### src/rtl/key_mgmt_pkg.sv
// Shared types for the key-load scheduler: FSM states, response status codes
// and the latched response header.
package key_mgmt_pkg;

  localparam int unsigned KEY_ID_W = 8;
  localparam int unsigned RSP_ID_W = 3;

  typedef enum logic [1:0] {
    ST_IDLE  = 2'd0,
    ST_ISSUE = 2'd1,
    ST_WAIT  = 2'd2,
    ST_RESP  = 2'd3
  } key_sched_state_t;

  typedef enum logic [2:0] {
    RSP_OK      = 3'd0,
    RSP_INVALID = 3'd1,
    RSP_DENIED  = 3'd2,
    RSP_TIMEOUT = 3'd3,
    RSP_TAMPER  = 3'd4
  } key_rsp_status_t;

  typedef struct packed {
    logic [RSP_ID_W-1:0] req_id;
    key_rsp_status_t     status;
  } key_rsp_hdr_t;

endpackage

### src/rtl/rr_arbiter.sv
// Combinational round-robin arbiter: first active request searching upward
// from (last + 1) mod NUM_REQ. The last-served pointer is owned by the parent.
module rr_arbiter #(
  parameter int unsigned NUM_REQ = 4,
  parameter int unsigned IDX_W   = 2
) (
  input  logic [NUM_REQ-1:0] req,
  input  logic [IDX_W-1:0]   last,
  output logic [NUM_REQ-1:0] grant,
  output logic [IDX_W-1:0]   grant_idx,
  output logic               grant_any
);

  logic [IDX_W-1:0] cand;

  always_comb begin
    grant     = '0;
    grant_idx = '0;
    grant_any = 1'b0;
    cand      = '0;
    for (int unsigned i = 1; i <= NUM_REQ; i++) begin
      cand = IDX_W'((32'(last) + i) % NUM_REQ);
      if (!grant_any && req[cand]) begin
        grant_any   = 1'b1;
        grant_idx   = cand;
        grant[cand] = 1'b1;
      end
    end
  end

endmodule

### src/rtl/key_access_scheduler.sv
// Arbitrates key-load requests from the crypto engines onto the key store
// command port, enforcing the per-requester ACL, a load timeout and tamper abort.
module key_access_scheduler
  import key_mgmt_pkg::*;
#(
  parameter int unsigned NUM_REQ        = 4,
  parameter int unsigned NUM_KEYS       = 32,
  parameter int unsigned KEY_WIDTH      = 256,
  parameter int unsigned TIMEOUT_CYCLES = 64
) (
  input  logic                               clk,
  input  logic                               rstn,
  input  logic [NUM_REQ-1:0]                 req_valid,
  input  logic [NUM_REQ-1:0][KEY_ID_W-1:0]   req_key_id,
  output logic [NUM_REQ-1:0]                 req_ready,
  input  logic [NUM_REQ-1:0][NUM_KEYS-1:0]   acl_mask,
  output logic                               ks_start,
  output logic [KEY_ID_W-1:0]                ks_key_id,
  input  logic                               ks_done,
  input  logic                               ks_key_valid,
  input  logic [KEY_WIDTH-1:0]               ks_key_data,
  output logic                               rsp_valid,
  input  logic                               rsp_ready,
  output logic [RSP_ID_W-1:0]                rsp_req_id,
  output logic [KEY_WIDTH-1:0]               rsp_key,
  output logic [2:0]                         rsp_status,
  output logic                               busy,
  input  logic                               tamper_detect
);

  localparam int unsigned IDX_W = (NUM_REQ > 1) ? $clog2(NUM_REQ) : 1;
  localparam int unsigned CNT_W = (TIMEOUT_CYCLES > 2) ? $clog2(TIMEOUT_CYCLES) : 1;
  localparam int unsigned KIX_W = (NUM_KEYS > 1) ? $clog2(NUM_KEYS) : 1;

  key_sched_state_t     state_q, state_d;
  logic [IDX_W-1:0]     last_q;
  logic [CNT_W-1:0]     cnt_q, cnt_inc;
  logic [KEY_WIDTH-1:0] key_q;
  key_rsp_hdr_t         hdr_q;
  logic                 ks_start_q, rsp_valid_q, busy_q;
  logic [KEY_ID_W-1:0]  ks_key_id_q;

  logic [NUM_REQ-1:0]   grant;
  logic [IDX_W-1:0]     grant_idx;
  logic                 grant_any;
  logic [KEY_ID_W-1:0]  sel_id;
  logic                 id_ok;
  logic                 accept;
  logic                 timeout_hit;

  rr_arbiter #(
    .NUM_REQ (NUM_REQ),
    .IDX_W   (IDX_W)
  ) u_arb (
    .req       (req_valid),
    .last      (last_q),
    .grant     (grant),
    .grant_idx (grant_idx),
    .grant_any (grant_any)
  );

  // Slot must exist and be enabled for the granted requester.
  assign sel_id      = req_key_id[grant_idx];
  assign id_ok       = (32'(sel_id) < NUM_KEYS) && acl_mask[grant_idx][sel_id[KIX_W-1:0]];
  assign cnt_inc     = (cnt_q == '1) ? cnt_q : cnt_q + CNT_W'(1);
  assign timeout_hit = (cnt_q == CNT_W'(TIMEOUT_CYCLES - 1));

  always_comb begin
    state_d   = state_q;
    req_ready = '0;
    accept    = 1'b0;
    case (state_q)
      ST_IDLE: begin
        if (!tamper_detect && grant_any) begin
          req_ready = grant;
          accept    = 1'b1;
          state_d   = id_ok ? ST_ISSUE : ST_RESP;
        end
      end
      ST_ISSUE: state_d = tamper_detect ? ST_RESP : ST_WAIT;
      ST_WAIT: begin
        if (tamper_detect || ks_done || timeout_hit) state_d = ST_RESP;
      end
      ST_RESP: begin
        if (rsp_ready) state_d = ST_IDLE;
      end
      default: state_d = ST_IDLE;
    endcase
  end

  always_ff @(posedge clk or negedge rstn) begin
    if (!rstn) begin
      state_q     <= ST_IDLE;
      ks_start_q  <= 1'b0;
      ks_key_id_q <= '0;
      rsp_valid_q <= 1'b0;
      busy_q      <= 1'b0;
    end else begin
      state_q     <= state_d;
      ks_start_q  <= (state_d == ST_ISSUE);
      ks_key_id_q <= (accept && id_ok) ? sel_id : '0;
      rsp_valid_q <= (state_d == ST_RESP);
      busy_q      <= (state_d != ST_IDLE);
    end
  end

  // Counter is cleared at accept and runs through ISSUE, so it counts cycles
  // since ks_start and the timeout response lands TIMEOUT_CYCLES after it.
  always_ff @(posedge clk or negedge rstn) begin
    if (!rstn) begin
      last_q <= IDX_W'(NUM_REQ - 1);
      cnt_q  <= '0;
      key_q  <= '0;
      hdr_q  <= '0;
    end else begin
      case (state_q)
        ST_IDLE: begin
          if (accept) begin
            hdr_q.req_id <= RSP_ID_W'(grant_idx);
            hdr_q.status <= id_ok ? RSP_OK : RSP_DENIED;
            cnt_q        <= '0;
            key_q        <= '0;
          end
        end
        ST_ISSUE: begin
          cnt_q <= cnt_inc;
          if (tamper_detect) hdr_q.status <= RSP_TAMPER;
        end
        ST_WAIT: begin
          cnt_q <= cnt_inc;
          if (tamper_detect) begin
            hdr_q.status <= RSP_TAMPER;
            key_q        <= '0;
          end else if (ks_done) begin
            hdr_q.status <= ks_key_valid ? RSP_OK : RSP_INVALID;
            key_q        <= ks_key_valid ? ks_key_data : '0;
          end else if (timeout_hit) begin
            hdr_q.status <= RSP_TIMEOUT;
            key_q        <= '0;
          end
        end
        ST_RESP: begin
          if (tamper_detect) hdr_q.status <= RSP_TAMPER;
          if (tamper_detect || rsp_ready) key_q <= '0;
          if (rsp_ready) last_q <= IDX_W'(hdr_q.req_id);
        end
        default: key_q <= '0;
      endcase
    end
  end

  assign ks_start   = ks_start_q;
  assign ks_key_id  = ks_key_id_q;
  assign rsp_valid  = rsp_valid_q;
  assign busy       = busy_q;
  assign rsp_req_id = hdr_q.req_id;
  // Tamper hides the key and overrides the status without waiting for a clock edge.
  assign rsp_key    = tamper_detect ? '0 : key_q;
  assign rsp_status = (tamper_detect && state_q == ST_RESP) ? 3'(RSP_TAMPER) : 3'(hdr_q.status);

endmodule

### config.mk
export PLATFORM = sky130hd
export DESIGN_NAME = key_access_scheduler
export DESIGN_NICKNAME = d
export VERILOG_FILES = /design/src/rtl/key_mgmt_pkg.sv /design/src/rtl/rr_arbiter.sv /design/src/rtl/key_access_scheduler.sv
export SDC_FILE = /design/constraint.sdc
export NUM_CORES = 1
export LEC_CHECK = 0
export CAP_MARGIN = 0
export CORE_AREA = 2 2 275 277
export DETAILED_ROUTE_END_ITERATION = 10
export DIE_AREA = 0 0 277 279
export GPL_ROUTABILITY_DRIVEN = 0
export PLACE_DENSITY_LB_ADDON = 0.12
export SLEW_MARGIN = 15
export SYNTH_ARGS = -nofsm -noshare
export SYNTH_HDL_FRONTEND = slang
export SYNTH_SLANG_ARGS = --single-unit
### constraint.sdc
create_clock -name clk -period 4 [get_ports clk]
set_input_delay 1 -clock clk [delete_from_list [all_inputs] [get_ports clk]]
set_output_delay 1 -clock clk [all_outputs]
set_load 0.01 [all_outputs]
==> results.md, run 1 <==
* R2r setup slk at roughly 70 ps
* CP endpoint kind: flop
* CTS Buffer Depth at 3
* Hold-fix buffers, CTS at 0
* CP Launch Type: input port
* Crit path kind: input port to flop
* Crit Reg-Reg Endpoint: rsp_valid$_DFF_PN0_
* Drt drc at 0
* Final Hold Viols at 0
* Max Slew Vio Count at 0
* WL final at a little over 70 mm
* Max Clk Rate at approximately 250 MHz
* Register area at 0.00706 sq mm
* Post-synth top flop: dfrtp_1
* Status: complete, no violations
* CTS root buf: clkbuf_16
* Combinational power share at 51.5%
* CP Max Fanout at 7
* Peak supply drop at around 0.33 mV
* Initial antenna violation count at 12
* IO Pins at around 700
* Yosys top cell area share at 45.0%
* Wire per inst at between 15 and 20 um
* Sequential share of power at between 20% and 30%
* Worst skew pair latency at between 500 and 600 ps
* Final nets at 3082
* Placed cells at 3551
* Total CTS buffers at 40
* Via density per instance at between 4 and 5
* Post-Syn Area at ~0.016 sq mm
* Async SR Flop Fraction at 100%
* Die H at roughly 280 um
* Core area at 0.0741 sq mm
* R2R depth at 15
* Via count at ~16000
* Top cells by area, synth: dfrtp_1 (45%), nand2_1 (14%), nor2b_1 (11%), o21ai_0 (8.8%), clkbuf_1 (3.3%)
* Fin area at 0.0263 sq mm
* Ys Warns at 0
* Fraction of layout cells with a size suffix above 1 at between 10 and 15%
* Clk sinks at 282
* Post-synth EDFFs at 0
* Int Power at between 0.008 and 0.009 W
* CTS tree: done
* # port buffers at about 700
* Post-Layout Cell Count at 3649
* Final setup viols at 0
* Aggregate global-route resource usage at 17.6%
* Actual slew at the worst max-slew pin at ~910 ps
* FILL cells at about 7700
* Global-route wire length before repair at between 100 and 150 mm
* Layout Area Growth over Synthesis at 68.7%
* Area of the multi-input gates at a little over 0.008 sq mm
* Max-Cap Viols at 0
* Vias in the first global route at between 15000 and 20000
* Clock network power share at about a quarter
* Worst path arrival time at roughly 4500 ps
* Yosys top cell by area: dfrtp_1
* Psw at 0.00561 W
* Seq/Total Area, Yosys at between 40 and 50%
* Leakage at approximately 11 nW
* Min Tclk post-route at ~4000 ps
* Crit share post-route at between 90 and 100%
* FF-to-FF Start: last_q[0]$_DFFE_PN1P_
* Worst min path class: input port to async pin
* H-tree levels at 2
* Setup TNS Final at 0 ps
* Drt first pass iters at 5
* Die area at 0.0773 sq mm
* Total Power at 0.0144 W
* Rows at 100
* Seq cells post-synth at between 200 and 300
* Die X at 277 um
* Clk_skew at between 40 and 50 ps
* Unrepaired setup endpoints after global routing: yes
* Req. time, crit path at ~4500 ps
* PwrDens at 547 mW/mm^2
* Largest net degree at the start of global routing at approximately 140
* Slew HR at between 30 and 40%
* Worst-path clk slew at approximately 60 ps
* Mapped Avg Cell Area at around 8.2 sq um
* Net Sw Frac at 39.1%
* Global route total overflow at 0
* Initial Utilization at a little over a fifth
* Cell variety after synth at ~70
* Instance area after placement at about 0.024 sq mm
* Number of routed nets with antenna violations at 0
* DP Wirelength at between 50 and 60 mm
* Syn Inst Count at ~1900
* Drt initial violations at about 900
worst max-delay path: stages:
cell and delay (ps):
dlygate4sd2_1 300, mux4_2 530, buf_4 160, o211ai_2 170, and3_4 330, buf_12 150, buf_12 100, mux2_2 360
nor2_4 110, o2111ai_4 140, o31ai_4 100, a211oi_2 90, or4_4 580, o22ai_4 180, and2_1 160
kinds of logic (layout without fill, tap and decap cells):
family / after synthesis / in the layout / synth area share [%]
and+or+nand+nor: 978 / 978 / 29.3
buffers and inverters: 171 / 931 / 4.61
adders and majority gates: 14 / 14 / 1.13
AOI/OAI and AO/OA: 398 / 398 / 14.9
muxes: 58 / 59 / 4.38
other: 1 / 13 / 0.0241
DFF: 282 / 282 / 45.4
xor gates and xnor gates: 5 / 5 / 0.281
stage by stage:
stage / hold WS [ps] / worst slack [ps] / utilization, %
floorplan: 430 / 36.8 / -
global placement: 453 / -579 / 33.0
global route: 466 / -77.9 / 35.4
CTS: 459 / 6.57 / 35.0
detailed placement: 458 / -674 / 33.0
finish: 436 / 10.2 / 35.4
cells in the final DEF, fill, tap and decap left out, types with 8 or more instances in the layout:
cell type        count
mux2_2              10
nand3b_1             9
nand3_1             17
a211oi_1            15
nand2_1            577
dfrtp_1            280
nand2b_1             8
mux2i_1             35
clkbuf_16           41
or3_1                8
buf_12              26
nor2_1              37
diode_2              9
buf_4              109
clkbuf_8            12
and3_1               8
a21oi_1             22
inv_1               13
nor3_1              12
clkdlybuf4s50_1    691
o21ai_0            271
ha_1                13
nor2b_1            262
timing repair:
item,CTS,global route
setup endpoints to repair,10,13
cloned,0,2
buffers inserted,8,8
gates resized for setup,29,48
pin swaps,3,17
power by group through the flow:
stage | sequential [W] | clock [W] | combinational [W]
6_report | 0.00330 | 0.00366 | 0.00740
5_1_grt | 0.00334 | 0.00393 | 0.00802
4_1_cts | 0.00330 | 0.00381 | 0.00679
3_5_place_dp | 0.00335 | 0 | 0.00664
3_3_place_gp | 0.00334 | 0 | 0.00659
2_1_floorplan | 0.00331 | 0 | 0.00381
Yosys cell counts, types with 11 or more instances:
| cell | n |
|---|---|
| a211oi_1 | 17 |
| a21oi_1 | 26 |
| buf_2 | 11 |
| clkbuf_1 | 135 |
| dfrtp_1 | 280 |
| ha_1 | 14 |
| inv_1 | 14 |
| mux2i_1 | 40 |
| nand2_1 | 577 |
| nand3_1 | 17 |
| nor2_1 | 42 |
| nor2b_1 | 264 |
| nor3_1 | 12 |
| o21ai_0 | 272 |
state kept, by name (all words and copies together), names as in the netlist:
signal,count
rsp_valid,1
key_q,256
state_q,2
hdr_q,3
rsp_req_id,2
ks_key_id,8
last_q,2
cnt_q,6
ks_start,1
busy,1
layout make-up:
type | instances | area share (%)
flip-flops and latches | 282 | 26.9
well taps | 969 | 4.62
clock buffers | 57 | 4.48
clock inverters | 14 | 0.710
repair buffers | 846 | 32.3
inverters | 14 | 0.200
multi-input cells | 1458 | 30.8
diodes | 9 | 0.0858
per-layer routing:
metal | routed length [um] | up-vias | GRT usage [%]
li1 | - | 7802 | -
met1 | 28000 | 7431 | 20.4
met2 | 35300 | 491 | 30.3
met3 | 5230 | 127 | 5.52
met4 | 2500 | 8 | 6.97
met5 | 47 | - | 0
worst max-delay path by stage:
stage,startpoint,to,slack (ps)
2_1_floorplan,last_q[0]$_DFFE_PN1P_,rsp_valid$_DFF_PN0_,40
3_3_place_gp,req_valid[3],rsp_valid$_DFF_PN0_,-580
3_5_place_dp,req_valid[3],rsp_valid$_DFF_PN0_,-670
4_1_cts,last_q[0]$_DFFE_PN1P_,rsp_valid$_DFF_PN0_,7
5_1_grt,last_q[0]$_DFFE_PN1P_,ks_key_id[2]$_DFF_PN0_,-80
6_report,req_valid[1],rsp_valid$_DFF_PN0_,10
Note: power is estimated with default switching activity, not from simulation.
==> run 2: changes to the inputs <==
--- a/config.mk
+++ b/config.mk
@@ -10,6 +10,7 @@
 export DETAILED_ROUTE_END_ITERATION = 10
 export DIE_AREA = 0 0 277 279
 export GPL_ROUTABILITY_DRIVEN = 0
+export GPL_TIMING_DRIVEN = 0
 export PLACE_DENSITY_LB_ADDON = 0.12
 export SLEW_MARGIN = 15
 export SYNTH_ARGS = -nofsm -noshare
==> results.md, run 2 (same netlist as run 1, synthesis figures left out) <==
* Status: complete, but fails checks
* Failing checks: setup timing
* Via count at between 15000 and 20000
* Total CTS buffers at 38
* Actual slew at the worst max-slew pin at 977 ps
* # port buffers at 700
* Leakage at around 11 nW
* Area of the multi-input gates at roughly 0.0083 sq mm
* CTS tree: done
* R2R depth at 15
* Drt drc at 0
* Rows at 100
* PwrDens at 565 mW/mm^2
* WL final at 78.7 mm
* Most frequent CP cell: buf_8
* Crit path largest cell delay at approximately 570 ps
* Hold-fix buffers, CTS at 0
* Die area at slightly below 0.08 sq mm
* Slowest cell on the critical path: or4_4
* Slew HR at between 30% and 40%
* Layout Area Growth over Synthesis at 69.4%
* WP buf/inv at 4
* Register area at 0.00706 sq mm
* Vias in the first global route at roughly 17000
* Number of routed nets with antenna violations at 0
* Largest net degree at the start of global routing at 88
* Max reg flops at ~260
* Instance area after placement at roughly 0.024 sq mm
* CTS root buf: clkbuf_16
* Fraction of layout cells with a size suffix above 1 at 10.7%
* FILL cells at 7722
* CP endpoint kind: flop
* R2r setup slk at -90 ps
* Fin area at around 0.026 sq mm
* Initial antenna violation count at 15
* Wire per inst at 21.2 um
* Unrepaired setup endpoints after global routing: yes
* Final Hold Viols at 0
* DP Wirelength at slightly above 60 mm
* Drt first pass iters at 5
* Crit share post-route at 102%
* Worst min path class: input port to async pin
* Max Slew Vio Count at 0
* Largest reg by FF count: key_q
* Worst path arrival time at 4560 ps
* Final nets at 3147
* Peak supply drop at 0.297 mV
* Core area at 0.0741 sq mm
* Most frequent cells in the layout: clkdlybuf4s50_1 (670), nand2_1 (576), dfrtp_1 (280)
* PnR worst setup slack at -89.4 ps
* Drt initial violations at roughly 900
* Clk_skew at 32.4 ps
* Worst-path clk slew at 50 ps
* Global route total overflow at 0
* Final setup viols at 9
* Via density per instance at ~4.5
* FF-to-FF Start: last_q[1]$_DFFE_PN1P_
* CP Launch Type: flop
* Global-route wire length before repair at around 110 mm
* Commonest non-fill, non-tap cell in the layout: clkdlybuf4s50_1
* Place WS at -2410 ps
* Initial Utilization at 21.0%
* Clk sinks at around 280
* Min Tclk post-route at about 4100 ps
* Die X at roughly 280 um
* Crit Reg-Reg Endpoint: rsp_valid$_DFF_PN0_
* Max-Cap Viols at 0
* Worst skew pair latency at ~560 ps
* CTS Buffer Depth at 3
* CP Max Fanout at 10
* Crit path kind: flop to flop
* Worst path top cell family by delay: simple AND/OR/NAND/NOR gates
* Die H at 279 um
* Max Clk Rate at ~240 MHz
* IO Pins at between 700 and 800
* H-tree levels at 2
* Aggregate global-route resource usage at about a fifth
* Req. time, crit path at around 4500 ps
* Ordered list of cells on the worst path: buf_8, clkinvlp_4, ha_4, buf_8, mux2_2, o211ai_1, a21oi_1, or3_1, buf_8, or4_1, nand4_1, a211oi_2, or4_4, o22ai_4, and2_1
-- run 2: cell types whose count changed in the layout (fill, tap and decap cells not counted), sizes merged, moves of 4 or more --
cell,change
buf,-59
diode,+5
dlymetal6s2s,+11
dlygate4sd2,+11
clkbuf,+122
clkinv,-4
clkdlybuf4s50,-21
-- run 2: worst reg2reg max path: cells and delay by family (launching register included) --
family	cells	cell delay, ps
AND/OR/NAND/NOR	5	1790
flip-flops	1	540
buffers and inverters	4	530
AO/OA/AOI/OAI	4	510
multiplexers	1	360
adder cells (fa/ha/maj)	1	300
-- run 2: report_power, final --
part / switching [W] / total, W / internal [W]
combinational: 0.00471 / 0.00833 / 0.00362
sequential: 0.000153 / 0.00330 / 0.00314
clock: 0.00135 / 0.00328 / 0.00193
-- run 2: what timing repair did --
item,4_1_cts,5_1_grt
resized for setup,213,50
setup endpoints to repair,529,50
pin swaps,26,23
cloned,3,0
buffers inserted,43,12
-- run 2: how the worst max path moves through the flow --
stage          cells past startpoint  slack, ps             startpoint                     end
3_5_place_dp                      11      -2410           req_valid[1]   key_q[88]$_DFFE_PN0P_
4_1_cts                           18       -230  last_q[0]$_DFFE_PN1P_     rsp_valid$_DFF_PN0_
3_3_place_gp                       1     -11690                   rstn  key_q[114]$_DFFE_PN0P_
6_report                          15        -90  last_q[1]$_DFFE_PN1P_     rsp_valid$_DFF_PN0_
2_1_floorplan                     16         40  last_q[0]$_DFFE_PN1P_     rsp_valid$_DFF_PN0_
5_1_grt                           19       -260  last_q[1]$_DFFE_PN1P_    hdr_q[1]$_DFFE_PN0P_
-- run 2: area by class of cell --
class	instances	area share, %
clock buffer	54	4.06
tap	969	4.60
sequential	282	26.8
inverter	14	0.228
multi-input combinational	1457	31.4
buffer	152	3.49
timing repair buffer	762	29.0
antenna	14	0.133
clock inverter	9	0.384
-- run 2: metrics by stage --
| stage | cells | total power, W | utilization (%) | setup TNS [ps] | hold slack, ps |
|---|---|---|---|---|---|
| 5_1_grt | 3709 | 0.0158 | 35.6 | -2170 | 343 |
| 4_1_cts | 3690 | 0.0148 | 35.3 | -1500 | 327 |
| 3_3_place_gp | 3579 | 0.00984 | 32.2 | -4094840 | 453 |
| 2_1_floorplan | 1910 | 0.00712 | - | 0 | 430 |
| 3_5_place_dp | 3583 | 0.00989 | 32.3 | -717760 | 462 |
| 6_report | 3713 | 0.0149 | 35.6 | -402 | 340 |
-- run 2: metal layers --
metal	vias up	part of all wire, %	track usage (%)
met5	-	0.062	0
met4	8	2.9	6.45
met3	108	7.6	6.33
met2	529	49	33.8
met1	8101	40	23.2
li1	7935	-	-
==> run 3: changes to the inputs <==
--- a/config.mk
+++ b/config.mk
@@ -6,9 +6,10 @@
 export NUM_CORES = 1
 export LEC_CHECK = 0
 export CAP_MARGIN = 0
-export CORE_AREA = 2 2 275 277
+export CORE_AREA = 2 2 272 274
+export CTS_BUF_LIST = sky130_fd_sc_hd__clkbuf_2 sky130_fd_sc_hd__clkbuf_4 sky130_fd_sc_hd__clkbuf_8
 export DETAILED_ROUTE_END_ITERATION = 10
-export DIE_AREA = 0 0 277 279
+export DIE_AREA = 0 0 274 276
 export GPL_ROUTABILITY_DRIVEN = 0
 export GPL_TIMING_DRIVEN = 0
 export PLACE_DENSITY_LB_ADDON = 0.12
==> results.md, run 3 (same netlist as run 1, synthesis figures left out) <==
* Clk sinks at roughly 280
* Max Slew Vio Count at 0
* Vias in the first global route at 17100
* Die X at around 270 um
* Combinational power share at between 50% and 60%
* Worst path arrival time at about 4700 ps
* Die H at between 200 and 300 um
* CTS root buf: clkbuf_8
* Global route total overflow at 0
* CTS Buffer Depth at 3
* Net Sw Frac at between 40% and 50%
* # port buffers at 700
* Min Tclk post-route at approximately 4200 ps
* Area of the multi-input gates at a little over 0.008 sq mm
* Via density per instance at ~4.4
* Wire per inst at 20.8 um
* Max Clk Rate at about 240 MHz
* Most frequent CP cell: buf_4
* Slew HR at between 20% and 30%
* IO Pins at approximately 700
* Crit share post-route at 104%
* Crit path kind: input port to flop
* PnR worst setup slack at -165 ps
* DP Wirelength at around 61 mm
* Crit Reg-Reg Endpoint: ks_key_id[0]$_DFF_PN0_
* Clk_skew at 48.5 ps
* Max-Cap Viols at 0
* H-tree levels at 2
* Largest net degree at the start of global routing at 92
* Peak supply drop at around 0.32 mV
* Setup TNS Final at -1450 ps
* Ordered list of cells on the worst path: clkdlybuf4s50_1, buf_4, mux4_2, buf_4, nand2_2, and3_4, buf_12, mux2i_1, mux2i_4, or3_4, a311oi_4, a311oi_4, buf_4, buf_4, o211a_1
* Number of routed nets with antenna violations at 0
* FF-to-FF Start: last_q[0]$_DFFE_PN1P_
* Final nets at approximately 3200
* Req. time, crit path at 4500 ps
* WP buf/inv at 6
* Leakage at 10.6 nW
* Final Hold Viols at 0
* CP endpoint kind: flop
* Register area at just over 0.007 sq mm
* Worst min path class: input port to async pin
* Most frequent cells in the layout: clkdlybuf4s50_1 (675), nand2_1 (574), dfrtp_1 (280)
* Die area at 0.0756 sq mm
* Commonest non-fill, non-tap cell in the layout: clkdlybuf4s50_1
* CP endpoint: ks_key_id[0]$_DFF_PN0_
* WP depth at 15
* Clock network power share at about a fifth
* Max reg flops at 256
* Psw at between 0.006 and 0.007 W
* Unrepaired setup endpoints after global routing: yes
* Layout Area Growth over Synthesis at 68.0%
* Rows at 99
* Slowest cell on the critical path: mux4_2
* CP Launch Type: input port
* Fraction of layout cells with a size suffix above 1 at about an eighth
* Sequential share of power at ~23%
* Hold-fix buffers, CTS at 0
* Core area at a little over 0.07 sq mm
* Drt first pass iters at 5
* PwrDens at 553 mW/mm^2
* Initial Utilization at a little over a fifth
* Worst path top cell family by delay: buffers and inverters
* Place WS at -2020 ps
* WL final at 77.5 mm
* Drt drc at 0
* Worst setup path startpoint: req_valid[2]
* Final setup viols at 14
* Actual slew at the worst max-slew pin at 1050 ps
* Status: complete, but fails checks
* CTS tree: done
* Failing checks: setup timing
* Largest reg by FF count: key_q
* Worst-path clk slew at 60 ps
* Via count at between 15000 and 20000
* CP Max Fanout at 10
* Total CTS buffers at 58
* Hold WS at between 200 and 250 ps
* Total Power at around 0.014 W
* Aggregate global-route resource usage at 19.8%
* Crit path largest cell delay at 490 ps
* R2R depth at 16
* Global-route wire length before repair at 113 mm
* Initial antenna violation count at 20
* R2r setup slk at -150 ps
* Drt initial violations at 1038
* FILL cells at about 7600
* Int Power at 0.00832 W
* Worst skew pair latency at approximately 660 ps
==> run 3: worst min path at each step <==
stage | start | endpoint | slack [ps] | depth (start not counted)
after floorplan | hdr_q[2]$_DFFE_PN0P_ | hdr_q[2]$_DFFE_PN0P_ | 430 | 2
after global placement | hdr_q[2]$_DFFE_PN0P_ | hdr_q[2]$_DFFE_PN0P_ | 450 | 2
after detailed placement | hdr_q[2]$_DFFE_PN0P_ | hdr_q[2]$_DFFE_PN0P_ | 450 | 2
after CTS | rstn | key_q[22]$_DFFE_PN0P_ | 180 | 1
after global routing | rstn | ks_key_id[7]$_DFF_PN0_ | 220 | 1
final | rstn | key_q[223]$_DFFE_PN0P_ | 250 | 1
==> run 3: cell type report <==
class	count	share of cell area [%]
Inverter	14	0.215
Clock buffer	88	4.13
Antenna cell	18	0.172
Multi-Input combinational cell	1457	31.6
Timing Repair Buffer	748	28.7
Sequential cell	282	27.0
Buffer	153	3.48
Clock inverter	4	0.144
Tap cell	959	4.59
==> run 3: power by group through the flow <==
stage	sequential [W]	clock (W)	combinational (W)
after floorplan	0.00331	0	0.00381
after global placement	0.00335	0	0.00644
after detailed placement	0.00335	0	0.00647
after CTS	0.00329	0.00317	0.00775
after global routing	0.00333	0.00329	0.00875
final	0.00330	0.00303	0.00814
==> run 3: layer usage <==
metal  GRT usage [%]  vias up  part of all wire (%)
met5               0        -                 0.086
met4            8.36       10                   3.8
met3            6.35      149                   7.5
met2            32.8      529                    48
met1            23.6     7904                    41
li1                -     7955                     -
==> run 3: what timing repair did <==
item | 4_1_cts | 5_1_grt
cloned | 2 | 0
resized for setup | 181 | 72
setup buffers | 32 | 12
endpoints found under the setup margin | 529 | 181
pin swaps | 15 | 22
==> run 3: stage by stage <==
stage,utilization (%),instance area (sq um),std cells
3_3_place_gp,32.8,23800,3569
3_5_place_dp,33.0,23900,3572
4_1_cts,35.6,25800,3694
2_1_floorplan,-,15600,1910
5_1_grt,36.0,26100,3719
6_report,36.0,26100,3723
